## src/rtl/full_adder_pkg.sv

```systemverilog
// Shared types and helpers for the registered ripple-carry adder.
// Define FULL_ADDER_OVF_EN to add the registered signed-overflow output.
package full_adder_pkg;

    localparam int FA_MAX_WIDTH = 64;

    typedef struct packed {
        logic                    co;
        logic [FA_MAX_WIDTH-1:0] s;
    } fa_res_t;

    // Bits of s above 'width' are cleared so results of narrower adders compare cleanly.
    function automatic fa_res_t fa_res_make(input int width, input logic co,
                                            input logic [FA_MAX_WIDTH-1:0] s);
        fa_res_t                 res;
        logic [FA_MAX_WIDTH-1:0] mask;
        if (width >= FA_MAX_WIDTH) begin
            mask = '1;
        end else begin
            mask = (FA_MAX_WIDTH'(1) << width) - FA_MAX_WIDTH'(1);
        end
        res.co = co;
        res.s  = s & mask;
        return res;
    endfunction

    function automatic logic [1:0] fa_cell(input logic a, input logic b, input logic cin);
        return {(a & b) | (cin & (a ^ b)), a ^ b ^ cin};
    endfunction

endpackage

```

## src/rtl/full_adder_if.sv

```systemverilog
// Operand/result bundle for full_adder; master drives operands, slave is the adder.
// With FULL_ADDER_OVF_EN defined the bundle also carries ovf.
interface full_adder_if #(parameter int WIDTH = 1) ();

    logic             in_valid;
    logic [WIDTH-1:0] a;
    logic [WIDTH-1:0] b;
    logic             c;
    logic [WIDTH-1:0] s;
    logic             co;
    logic             out_valid;
`ifdef FULL_ADDER_OVF_EN
    logic             ovf;
`endif

    modport master (
        output in_valid, a, b, c,
        input  s, co, out_valid
`ifdef FULL_ADDER_OVF_EN
        , input ovf
`endif
    );

    modport slave (
        input  in_valid, a, b, c,
        output s, co, out_valid
`ifdef FULL_ADDER_OVF_EN
        , output ovf
`endif
    );

endinterface

```

## src/rtl/full_adder_fa_bit.sv

```systemverilog
// Combinational single-bit full adder cell used as one stage of the ripple chain.
module fa_bit
    import full_adder_pkg::*;
(
    input  logic a,
    input  logic b,
    input  logic cin,
    output logic sum,
    output logic cout
);

    assign {cout, sum} = fa_cell(a, b, cin);

endmodule

```

## src/rtl/full_adder.sv

```systemverilog
// WIDTH-bit ripple-carry adder with a one-cycle registered result and valid flag.
// FULL_ADDER_OVF_EN adds a registered signed-overflow flag (bus.ovf).
module full_adder
    import full_adder_pkg::*;
#(
    parameter int WIDTH = 1
) (
    input  logic        clk,
    input  logic        rst,
    full_adder_if.slave bus
);

    if (WIDTH < 1 || WIDTH > FA_MAX_WIDTH) begin : g_bad_width
        $fatal(1, "full_adder: WIDTH=%0d outside 1..%0d", WIDTH, FA_MAX_WIDTH);
    end

    logic [WIDTH:0]   w_carry;
    logic [WIDTH-1:0] w_sum;

    assign w_carry[0] = bus.c;

    for (genvar i = 0; i < WIDTH; i++) begin : g_cell
        fa_bit u_cell (
            .a    (bus.a[i]),
            .b    (bus.b[i]),
            .cin  (w_carry[i]),
            .sum  (w_sum[i]),
            .cout (w_carry[i+1])
        );
    end

    logic [WIDTH-1:0] r_s;
    logic             r_co;
    logic             r_valid;

    // Result flops only load on a valid beat, so X operands while idle never reach the outputs.
    always_ff @(posedge clk) begin
        if (rst) begin
            r_s     <= '0;
            r_co    <= 1'b0;
            r_valid <= 1'b0;
        end else begin
            r_valid <= bus.in_valid;
            if (bus.in_valid) begin
                r_s  <= w_sum;
                r_co <= w_carry[WIDTH];
            end
        end
    end

    assign bus.s         = r_s;
    assign bus.co        = r_co;
    assign bus.out_valid = r_valid;

`ifdef FULL_ADDER_OVF_EN
    logic w_ovf;
    logic r_ovf;

    assign w_ovf = w_carry[WIDTH-1] ^ w_carry[WIDTH];

    always_ff @(posedge clk) begin
        if (rst) begin
            r_ovf <= 1'b0;
        end else if (bus.in_valid) begin
            r_ovf <= w_ovf;
        end
    end

    assign bus.ovf = r_ovf;
`endif

endmodule

```

## src/flat_wrapper.sv

```systemverilog
// flat-port wrapper written by rule: the top's interface ports become plain ports
module full_adder_flat import full_adder_pkg::*;
#(
    parameter int WIDTH = 1
)
  (clk, rst, bus_in_valid, bus_a, bus_b, bus_c, bus_s, bus_co, bus_out_valid);
  full_adder_if #(.WIDTH(WIDTH)) bus_i ();
  input  logic clk;
  input  logic rst;
  input wire logic [$bits(bus_i.in_valid)-1:0] bus_in_valid;
  input wire logic [$bits(bus_i.a)-1:0] bus_a;
  input wire logic [$bits(bus_i.b)-1:0] bus_b;
  input wire logic [$bits(bus_i.c)-1:0] bus_c;
  output wire logic [$bits(bus_i.s)-1:0] bus_s;
  output wire logic [$bits(bus_i.co)-1:0] bus_co;
  output wire logic [$bits(bus_i.out_valid)-1:0] bus_out_valid;
  assign bus_i.in_valid = bus_in_valid;
  assign bus_i.a = bus_a;
  assign bus_i.b = bus_b;
  assign bus_i.c = bus_c;
  assign bus_s = bus_i.s;
  assign bus_co = bus_i.co;
  assign bus_out_valid = bus_i.out_valid;
  full_adder #(.WIDTH(WIDTH)) u_core (.clk(clk), .rst(rst), .bus(bus_i));
endmodule
```

## config.mk

```make
export PLATFORM = sky130hd
export DESIGN_NAME = full_adder_flat
export DESIGN_NICKNAME = d
export VERILOG_FILES = /design/src/rtl/full_adder_pkg.sv /design/src/rtl/full_adder_if.sv /design/src/rtl/full_adder_fa_bit.sv /design/src/rtl/full_adder.sv /design/src/flat_wrapper.sv
export SDC_FILE = /design/constraint.sdc
export NUM_CORES = 1
export LEC_CHECK = 0
export BUFFER_PORTS_ARGS = -buffer_cell sky130_fd_sc_hd__buf_2
export CORE_AREA = 2 2 39 41
export CTS_BUF_LIST = sky130_fd_sc_hd__clkbuf_16
export DETAILED_ROUTE_END_ITERATION = 8
export DIE_AREA = 0 0 41 43
export GPL_TIMING_DRIVEN = 0
export PLACE_DENSITY = 0.33
export SKIP_LAST_GASP = 1
export SLEW_MARGIN = 20
export SYNTH_ARGS = -nofsm -noshare
export SYNTH_HDL_FRONTEND = slang
export SYNTH_SLANG_ARGS = --single-unit
```

## constraint.sdc

```tcl
create_clock -name clk -period 1.1 [get_ports clk]
set_input_delay 0.22 -clock clk [delete_from_list [all_inputs] [get_ports clk]]
set_output_delay 0.22 -clock clk [all_outputs]
set_load 0.1 [all_outputs]
```

# Yosys cells after proc, flatten, opt, wreduce, memory -nomap -nowiden
# Cells that the tools add are included.
[totals]
output_inout_bits = 3
elab_cells = 8
reg_bits = 3
[classes]
n_bitwise = 5
[ops]
columns = ["op", "n"]
rows = [
  ["bitwise AND 1 bit", 2],
  ["XOR 1 bit", 2],
  ["bitwise OR 1 bit", 1],
]

# Longest topological paths before layout
[depth]
word_depth = 3
ltp_mapped = 3
mapped_depth_nobuf = 3

# Hierarchy
# A second synthesis with hierarchy kept.
[hier_totals]
cells_unflattened = 9
hier_area_um2 = 113.9
[modules_own_cells]
columns = ["mod", "instances", "cells_per_inst", "area_each_um2"]
rows = [
  ["full_adder", 1, 8, 93.8],
  ["fa_bit", 1, 1, 20.0],
]

# Worst setup path after synthesis
# Ideal clock, no wire load.
[synth_path]
path_kind = "flip-flop to flip-flop"
from = "register, netlist name u_core.bus.co"
to = "register u_core.r_co, in the netlist u_core.bus.co"
t_required_ps = 1033
slack_ps = -140
path_stages_with_launch = 3
arrival_ps = 1173
setup_time_ps = 67
synth_period_minus_slack_ps = 1240
cell_sequence = "dfxtp_1 -> mux2i_1 -> nor2_1"
[synth_rtl]
columns = ["element", "line_no", "rtl"]
rows = [
  ["end signal: assignment", "full_adder.sv:46", "r_co <= w_carry[WIDTH];"],
  ["end: declaration", "full_adder.sv:33", "logic r_co;"],
]

# Worst setup path after layout
[layout_path]
from = "register u_core.r_co, in the netlist u_core.bus.co"
to = "output bus_co"
[layout_rtl]
columns = ["element", "line_no", "rtl"]
rows = [
  ["end: declaration", "flat_wrapper.sv:15", "output wire logic [$bits(bus_i.co)-1:0] bus_co;"],
]
# No word-level cell between the ends.

==> impl_metrics.ini <==
[outcome]
status = finished clean

[routing]
ant_nets = 0
routed_via_density = 2.86
drcViolationCount = 0
routed_wl_um = 280
num_vias = 106
wl_per_cell_um = 7.57
drt_pass1_iterations = 2
drt_iter0_markers = 3

[sta]
fmax_mhz = 959
setup_viol = 0
timing.slew.headroom_pct = 81.6
whs_ns = 0.178
worstMarginPinSlew_ns = 0.279
fin_skew_ns = 0
finalCriticalPeriod_ns = 1.04
hold_viol = 0
rsz0062_at_grt = no
fin_crit_sh_pct = 94.8
slew_viol_final = 0

[critical_path]
crit_arrival_ns = 0.82
cp_top_family = flip-flops
cp_slowest_cell = dfxtp_2
crit_required_ns = 0.88
regToRegStartpoint = u_core.bus.co
cp-end-kind = output port
crit_path_start_kind = register
cpPeakStageDelay_ns = 0.32
path_buf_inv = 1
r2r-end = u_core.bus.co
reg2reg_depth = 2
rrSetupSlack_ns = 0.50
crit_chain = buf_4
criticalPathCategory = reg -> out
crit_fanout = 2

[global_route]
grt_overflow = 0
grt_pass1_wl_um = 496
grt_max_degree = 4
grtUsageTotal_pct = 4.92
grt_antenna_before_repair = 0
grt_pass1_vias = 121

[job]
cap_violations = 0

[synthesis]
yosys_warnings = 0
synthTopCellsByArea = dfxtp_1, fa_1, mux2i_1
ys_seq_area_share_pct = 52.7
yosys.area.top_type = dfxtp_1
synth_top_area_share_pct = 52.7
synthCells = 9
synth_seq_cells = 3
syn_area_um2 = 114
synthesis.nets = 16
syn_area_per_cell_um2 = 12.7
synth.distinct_cells = 5

[cts]
cts-root-buf = clkbuf_16
clk_pin_slew_ns = 0.03
cts.sinks = 3
numCtsBuffers = 3
clk-insertion-delay-late_ns = 0.22
post_cts.repair.setup_buffers = 0
cts_tree = built
cts_htree_levels = 1
cts_max_path_buffers = 2
cts_hold_buf = 0

[placement]
gp_congestion = 0.578
place_area_um2 = 178
io_buffers = 8

[worst_hold_path]
hold_depth = 2
hp-start = rst
hold_path.class = in -> reg
hold_path_end = u_core.bus.out_valid

[finish]
multiInputGateArea_um2 = 53.8
antennaDiodeCount = 0
nets = 29
fin_util_pct = 19.1
syn_to_final_growth_pct = 132
final_area_um2 = 264
drive_gt1_share_pct = 66.7
regArea_um2 = 63.8
n_fill_cell = 150

[die]
rows = 14
start_util_pct = 8.23
boundaryPins = 9
die_y_um = 43
die-area_mm2 = 0.00176
fp.coreArea_mm2 = 0.00138
die_x_um = 41

[power_and_ir_drop]
leakagePower_uw = 0.000128
pwr_density_cell_mw_per_mm2 = 2950
ir_drop_mv = 0.983
power_uw = 780
-- how the worst max path moves through the flow --
stage / slack [ns] / start / endpoint / cells past startpoint
finish: 0.06 / u_core.bus.co / bus_co / 1
floorplan: 0.14 / bus_c / u_core.bus.s / 3
global placement: 0.01 / bus_c / u_core.bus.s / 4
global route: 0.04 / u_core.bus.co / bus_co / 1
detailed placement: -0.03 / bus_c / u_core.bus.s / 4
CTS: 0.05 / u_core.bus.co / bus_co / 1
-- cell usage after synthesis --
cell type and n:
mux2i_1 2, nor2_1 2, fa_1 1, nor2b_1 1, dfxtp_1 3
-- power breakdown --
| part | internal, uW | switching, uW |
|---|---|---|
| registers | 119 | 3.90 |
| clock network | 468 | 89.7 |
| logic | 25.9 | 73.3 |
-- sequential cells by signal, summed over array words and instances, names as in the netlist --
register and count:
u_core.bus.out_valid 1, u_core.bus.s 1, u_core.bus.co 1
-- layout by cell type, fill, tap and decap left out --
cell,count
fa_1,1
buf_4,3
mux2i_1,2
dfxtp_2,3
nor2b_1,1
buf_2,5
nor2_1,2
clkbuf_16,3
inv_1,1
-- cell type report --
type	count	area share, %
repair buffers	8	18.0
multi-input cells	6	20.4
clock buffers	3	28.4
flip-flops and latches	3	24.2
well taps	16	7.58
clock inverters	1	1.42
-- logic make-up after synthesis --
| group | synth area share, % |
|---|---|
| adders and majority gates | 17.6 |
| DFF | 52.7 |
| and+or+nand+nor | 12.1 |
| muxes | 17.6 |
-- what timing repair did --
action                                 CTS  global route
setup endpoints to repair                3             0
endpoints found under the hold margin    0             0
resized for setup                        3             0
-- per-stage QoR --
| stage | std cells | TNS, ns | setup WS [ns] |
|---|---|---|---|
| floorplan | 9 | 0 | 0.139 |
| global placement | 33 | 0 | 0.0141 |
| detailed placement | 33 | -0.0288 | -0.0288 |
| CTS | 37 | 0 | 0.0513 |
| global route | 37 | 0 | 0.0352 |
| finish | 37 | 0 | 0.0573 |
-- layer usage --
layer	routed length, um	up-vias	part of all wire, %	GRT usage, %
met2	70	9	25	3.75
li1	-	53	-	-
met4	0	0	0	4.00
met5	0	-	0	0
met3	51	0	18	6.28
met1	159	44	57	6.13
No activity file was read; power rests on OpenSTA's default activity.
